**config.mk**
```make
export PLATFORM = sky130hd
export DESIGN_NAME = hazard_unit
export DESIGN_NICKNAME = d
export VERILOG_FILES = /design/src/rtl/hazard_pkg.sv /design/src/rtl/hazard_unit.sv
export SDC_FILE = /design/constraint.sdc
export NUM_CORES = 1
export LEC_CHECK = 0
export CORE_ASPECT_RATIO = 1.5
export CORE_MARGIN = 5
export CORE_UTILIZATION = 45
export DETAILED_ROUTE_END_ITERATION = 10
export PLACE_DENSITY = 0.77
export SKIP_LAST_GASP = 1
export SYNTH_ARGS = -nofsm -noshare
export SYNTH_HDL_FRONTEND = slang
export SYNTH_SLANG_ARGS = --single-unit
```
**constraint.sdc**
```tcl
create_clock -name clk -period 2.25 [get_ports clk]
set_input_delay 0.45 -clock clk [delete_from_list [all_inputs] [get_ports clk]]
set_output_delay 0.45 -clock clk [all_outputs]
set_load 0.03 [all_outputs]
```
**src/rtl/hazard_pkg.sv**
```systemverilog
// Shared types for the ID-stage hazard unit: stall reasons, FSM states, default latency.
package hazard_pkg;
  typedef enum logic [1:0] {
    NONE     = 2'd0,
    LOAD_USE = 2'd1,
    MULDIV   = 2'd2,
    FLUSH    = 2'd3
  } stall_reason_t;

  typedef enum logic {
    RUN     = 1'b0,
    MD_BUSY = 1'b1
  } hz_state_t;

  localparam int MULDIV_LAT_DEF = 32;
endpackage

```
**src/rtl/hazard_unit.sv**
```systemverilog
// ID-stage hazard unit: load-use and HI/LO occupancy stalls, taken-branch flush,
// mult/div busy tracking and a saturating stall-cycle counter.
module hazard_unit
  import hazard_pkg::*;
#(
  parameter int REG_W      = 5,
  parameter int MULDIV_LAT = MULDIV_LAT_DEF,
  parameter int CNT_W      = 32
) (
  input  logic             clk,
  input  logic             rst_n,
  input  logic [REG_W-1:0] IFID_src1,
  input  logic [REG_W-1:0] IFID_src2,
  input  logic             IFID_uses_src2,
  input  logic             IFID_muldiv,
  input  logic             IFID_reads_hilo,
  input  logic             IDEX_MemRead,
  input  logic [REG_W-1:0] IDEX_dest,
  input  logic             EX_branch_taken,
  input  logic             stat_clr,
  output logic             PC_write,
  output logic             IFID_write,
  output logic             IFID_flush,
  output logic             IDEX_bubble,
  output logic [1:0]       stall_reason,
  output logic             muldiv_busy,
  output logic [CNT_W-1:0] stall_cycles
);

  localparam int MD_W = $clog2(MULDIV_LAT + 1);

  hz_state_t     state;
  logic [MD_W-1:0] md_cnt;
  stall_reason_t reason;
  logic          load_use, md_stall;

  assign muldiv_busy  = (state == MD_BUSY);
  assign stall_reason = reason;

  always_comb begin
    load_use    = IDEX_MemRead && (IDEX_dest != '0) &&
                  ((IDEX_dest == IFID_src1) || (IFID_uses_src2 && (IDEX_dest == IFID_src2)));
    md_stall    = muldiv_busy && (IFID_reads_hilo || IFID_muldiv);
    reason      = NONE;
    PC_write    = 1'b1;
    IFID_write  = 1'b1;
    IFID_flush  = 1'b0;
    IDEX_bubble = 1'b0;
    if (EX_branch_taken) begin
      reason      = FLUSH;
      IFID_flush  = 1'b1;
      IDEX_bubble = 1'b1;
    end else if (load_use || md_stall) begin
      reason      = load_use ? LOAD_USE : MULDIV;
      PC_write    = 1'b0;
      IFID_write  = 1'b0;
      IDEX_bubble = 1'b1;
    end
  end

  always_ff @(posedge clk or negedge rst_n) begin
    if (!rst_n) begin
      state        <= RUN;
      md_cnt       <= '0;
      stall_cycles <= '0;
    end else begin
      case (state)
        RUN: begin
          // Only an instruction that actually leaves ID starts the occupancy window;
          // a mult/div killed by a flush or held by a stall does not.
          if (IFID_muldiv && reason == NONE) begin
            state  <= MD_BUSY;
            md_cnt <= MD_W'(MULDIV_LAT);
          end
        end
        MD_BUSY: begin
          if (md_cnt == MD_W'(1)) begin
            state  <= RUN;
            md_cnt <= '0;
          end else begin
            md_cnt <= md_cnt - MD_W'(1);
          end
        end
        default: begin
          state  <= RUN;
          md_cnt <= '0;
        end
      endcase

      if (stat_clr)
        stall_cycles <= '0;
      else if ((reason == LOAD_USE || reason == MULDIV) && !(&stall_cycles))
        stall_cycles <= stall_cycles + CNT_W'(1);
    end
  end

endmodule

```
==> flow_summary.rst <==
.. list-table::
   :header-rows: 1

   * - Metric
     - Value
   * - Run status
     - complete, but fails checks
   * - Violated checks
     - negative setup slack
   * - Primary FF master, synth
     - sky130_fd_sc_hd__dfrtp_1
   * - Horizontal die dimension
     - roughly 70 µm
   * - Die Area
     - between 7000 and 8000 µm²
   * - Number of nets in the layout
     - just under 400
   * - Switching share of power
     - 31.9%
   * - Total via count in the routed design
     - between 2000 and 3000
   * - Count of pins over their slew limit
     - 0
   * - Fraction of final layout cells sized beyond drive strength 1
     - approximately 28%
   * - Clock-pin slew on the worst setup and hold paths
     - around 0.080 ns
   * - Clock tree from TritonCTS
     - built
   * - Starting DRC count in detailed routing
     - 144
   * - Number of filler instances in the final layout
     - 413
   * - Vertical extent of the die
     - between 100 and 150 µm
   * - DR pass1 iterations
     - 4
   * - Final instance count without filler cells
     - around 440
   * - Highest-delay cell along the critical path
     - sky130_fd_sc_hd__or3_1
   * - Static Leakage
     - about 1.4 nW
   * - Post-Syn Instances
     - 270
   * - Number of synthesized register bits
     - 39
   * - Launch point of the critical path
     - IFID_src1[0]
   * - Crit path time final
     - around 2.6 ns
   * - Series of cell instances along the critical path
     - dlygate4sd2_1 > xnor2_1 > nand3_1 > nor3_2 > buf_4 > o221ai_4 > nor2b_4 > ha_4 > buf_6 > clkinv_4 > buf_8 > nor2_4 > nand4_1 > or3_1 > a21oi_1
   * - Most used cells in the layout excluding fill and tap cells
     - sky130_fd_sc_hd__clkdlybuf4s50_1, sky130_fd_sc_hd__dfrtp_1, sky130_fd_sc_hd__buf_4
   * - Type of origin of the critical path
     - input pin
   * - Slew margin rel.
     - 57.0%
   * - Switching power summed over all nets
     - 0.726 mW
   * - Peak per-stage delay on the critical path
     - slightly above 0.4 ns
   * - Pwr/cell area
     - 621 nW/µm²
   * - Std-Cell Core Area
     - between 5000 and 6000 µm²
   * - Min-delay worst type
     - in -> async
   * - GRT Resource Usage Total
     - between 20 and 25%
   * - Final RePlAce weighted congestion
     - ~0.86
   * - Drt via density
     - 5.82
   * - Dpl cells
     - around 420
   * - Starting utilization of the core area
     - between 40% and 50%
   * - Top fanout value on the critical path
     - 5
   * - Critical path class
     - in -> reg
   * - Utilization of the core after routing
     - between 60% and 70%
   * - Number of antenna violations at the first check in global routing
     - 0
   * - Final Hold Viols
     - 0
   * - H-tree Lvls
     - 2
   * - Average detailed-routed wire length per instance
     - approximately 16 µm
   * - Number of design rule violations left after detail routing
     - 0
   * - Remaining Overflow, GRT
     - 0
   * - Least setup slack across all paths after layout
     - -0.330 ns
   * - Count of flip-flops with a built-in enable after synthesis
     - 0
   * - Portion of the clock cycle consumed by the worst path in the final layout
     - 115%
   * - Number of global-route vias before repair
     - between 2000 and 3000
   * - Actual transition at the worst max-transition pin
     - roughly 0.64 ns
   * - WP data arrival
     - ~2.8 ns
   * - Fraction of power consumed by the clock network
     - 30.6%
   * - Standard-cell rows
     - 33
   * - Average footprint of a synthesized cell
     - between 9 and 10 µm²
   * - Wire length of the first global-routing pass
     - approximately 12000 µm
   * - Async SR Flop Fraction
     - 100%
   * - Post-synthesis net count
     - slightly below 300
   * - Clock buffer count from CTS
     - 5
   * - Unrepaired setup endpoints after global routing
     - true
   * - Final HPWL DP
     - between 4000 and 5000 µm
   * - Max IR drop VDD
     - around 0.35 mV
   * - Yosys warning count
     - 0
   * - Sequential share of power
     - a little under two fifths
   * - Clock skew after layout
     - between 0.01 and 0.015 ns
   * - Maximum capacitance violations
     - 0
   * - Maximum clock frequency
     - 388 MHz
   * - Critical path endpoint category
     - flop
   * - Setup-violating endpoint count in the final report
     - 34
   * - Number of routed nets with antenna violations
     - 0
   * - Quantity of I/O buffers inserted on ports
     - 61
   * - Number of I/O pins
     - 62
   * - Number of antenna diodes
     - 0
   * - Register area share after synthesis
     - 39.7%
   * - Growth of design area from synthesis to finish
     - 49.1%
   * - Post-synthesis instance area
     - about 2500 µm²
   * - Required time of the critical path
     - 2.47 ns
   * - CTS Sinks
     - 39
   * - Clk_lat worst skew
     - ~0.30 ns
   * - Cell-internal power
     - 1.55 mW
   * - Unique cell type count in the Yosys netlist
     - 47
   * - Power share of the combinational group
     - 32.6%
   * - Pin count of the biggest net entering global routing
     - 40
   * - Clk root buf
     - sky130_fd_sc_hd__clkbuf_8
   * - Routed WL
     - roughly 7200 µm
   * - Worst r2r src
     - muldiv_busy$_DFF_PN0_
   * - Number of buffers between clock root and the deepest sink
     - 2
power groups by stage:
| stage | Combinational (mW) | Sequential [mW] | Clock, mW |
|---|---|---|---|
| CTS | 0.719 | 0.837 | 0.709 |
| floorplan | 0.337 | 0.876 | 0 |
| finish | 0.742 | 0.838 | 0.697 |
| global placement | 0.622 | 0.845 | 0 |
| global route | 0.809 | 0.850 | 0.734 |
| detailed placement | 0.645 | 0.851 | 0 |
flip-flops by register name, summed over array words and instances, names as in the netlist:
register and cells:
stall_cycles 32, md_cnt 6, muldiv_busy 1
cell type report:
type	count	area [µm²]	share of cell area, %
multi-input combinational	212	1540	41.9
sequential	39	976	26.6
timing repair buffer	98	897	24.5
tap	70	87.6	2.39
clock buffer	6	72.6	1.98
clock inverter	2	60.1	1.64
inverter	8	35.0	0.956
worst max-delay path: cells and delay by family:
kind                       cells  cell delay, ns
and+or+nand+nor                6            0.99
buffers and inverters          5            0.67
adders and majority gates      1            0.28
AOI/OAI and AO/OA              2            0.25
xor gates and xnor gates       1            0.14
synthesized netlist by cell type (2+ instances only):
cell type | instances | area, µm²
sky130_fd_sc_hd__xnor2_1 | 5 | 43.8
sky130_fd_sc_hd__and3_1 | 2 | 12.5
sky130_fd_sc_hd__nor4_2 | 2 | 25.0
sky130_fd_sc_hd__o31ai_1 | 16 | 120
sky130_fd_sc_hd__xor2_1 | 8 | 70.1
sky130_fd_sc_hd__or4_1 | 16 | 120
sky130_fd_sc_hd__nand2_1 | 24 | 90.1
sky130_fd_sc_hd__ha_1 | 4 | 50.1
sky130_fd_sc_hd__nor3_2 | 2 | 20.0
sky130_fd_sc_hd__a21o_1 | 2 | 15.0
sky130_fd_sc_hd__nor2_1 | 12 | 45.0
sky130_fd_sc_hd__nor4_1 | 2 | 12.5
sky130_fd_sc_hd__buf_4 | 2 | 15.0
sky130_fd_sc_hd__clkbuf_1 | 4 | 15.0
sky130_fd_sc_hd__nand4_1 | 11 | 68.8
sky130_fd_sc_hd__nand2b_1 | 4 | 25.0
sky130_fd_sc_hd__and4_4 | 2 | 22.5
sky130_fd_sc_hd__o21ai_0 | 21 | 105
sky130_fd_sc_hd__nor3_1 | 3 | 15.0
sky130_fd_sc_hd__a21oi_1 | 28 | 140
sky130_fd_sc_hd__mux2_4 | 2 | 30.0
sky130_fd_sc_hd__dfrtp_1 | 39 | 976
sky130_fd_sc_hd__nand3_1 | 9 | 45.0
sky130_fd_sc_hd__and3_4 | 2 | 22.5
sky130_fd_sc_hd__nand3b_1 | 2 | 15.0
sky130_fd_sc_hd__or2_2 | 2 | 12.5
sky130_fd_sc_hd__nor2b_1 | 3 | 18.8
sky130_fd_sc_hd__buf_8 | 2 | 30.0
sky130_fd_sc_hd__inv_1 | 7 | 26.3
sky130_fd_sc_hd__or3_1 | 14 | 87.6
sky130_fd_sc_hd__and4_1 | 2 | 17.5
cells by family (layout without fill, tap and decap cells):
group	after synthesis	count (layout)	share of synthesized area [%]
compound gates	73	73	17.6
xor+xnor	13	13	4.63
fa+ha+maj	4	4	2.04
buf+inv	19	114	4.48
flops	39	39	39.7
mux	2	2	1.22
simple gates	120	120	30.4
timing repair:
item,in CTS,in global routing
gates cloned,0,0
resized for setup,65,21
buffers inserted,6,5
endpoints found under the setup margin,43,38
hold buffers,0,0
pin swaps,37,19
worst paths after layout:
kind / cells after the start / endpoint / slack (ns)
setup / recovery: 15 / stall_cycles[23]$_DFFE_PN0P_ / -0.33
setup reg to reg: 11 / stall_cycles[23]$_DFFE_PN0P_ / 0.09
min in group clk: 1 / stall_cycles[31]$_DFFE_PN0P_ / 0.54
max in group asynchronous: 2 / stall_cycles[25]$_DFFE_PN0P_ / 1.67
hold / removal: 2 / stall_cycles[7]$_DFFE_PN0P_ / 0.19
hold reg to reg: 1 / stall_cycles[31]$_DFFE_PN0P_ / 0.54
per-stage QoR:
step | power [mW] | setup WS (ns) | setup TNS [ns] | hold WS [ns] | instance area, µm²
detailed placement | 1.50 | -1.08 | -32.95 | 0.522 | 3310
global placement | 1.47 | -1.01 | -31.22 | 0.504 | 3310
floorplan | 1.21 | -0.465 | -8.89 | 0.154 | 2500
CTS | 2.27 | -0.361 | -6.91 | 0.227 | 3570
finish | 2.28 | -0.330 | -6.38 | 0.193 | 3670
global route | 2.39 | -0.466 | -11.03 | 0.249 | 3670
routing by layer:
layer | vias up | GRT usage, % | part of all wire [%]
met3 | 12 | 4.09 | 4.6
met2 | 80 | 37.9 | 55
met5 | - | 0 | 0
met1 | 1240 | 23.7 | 39
li1 | 1198 | - | -
met4 | 0 | 7.52 | 2.0
No activity file was read; power rests on OpenSTA's default activity.
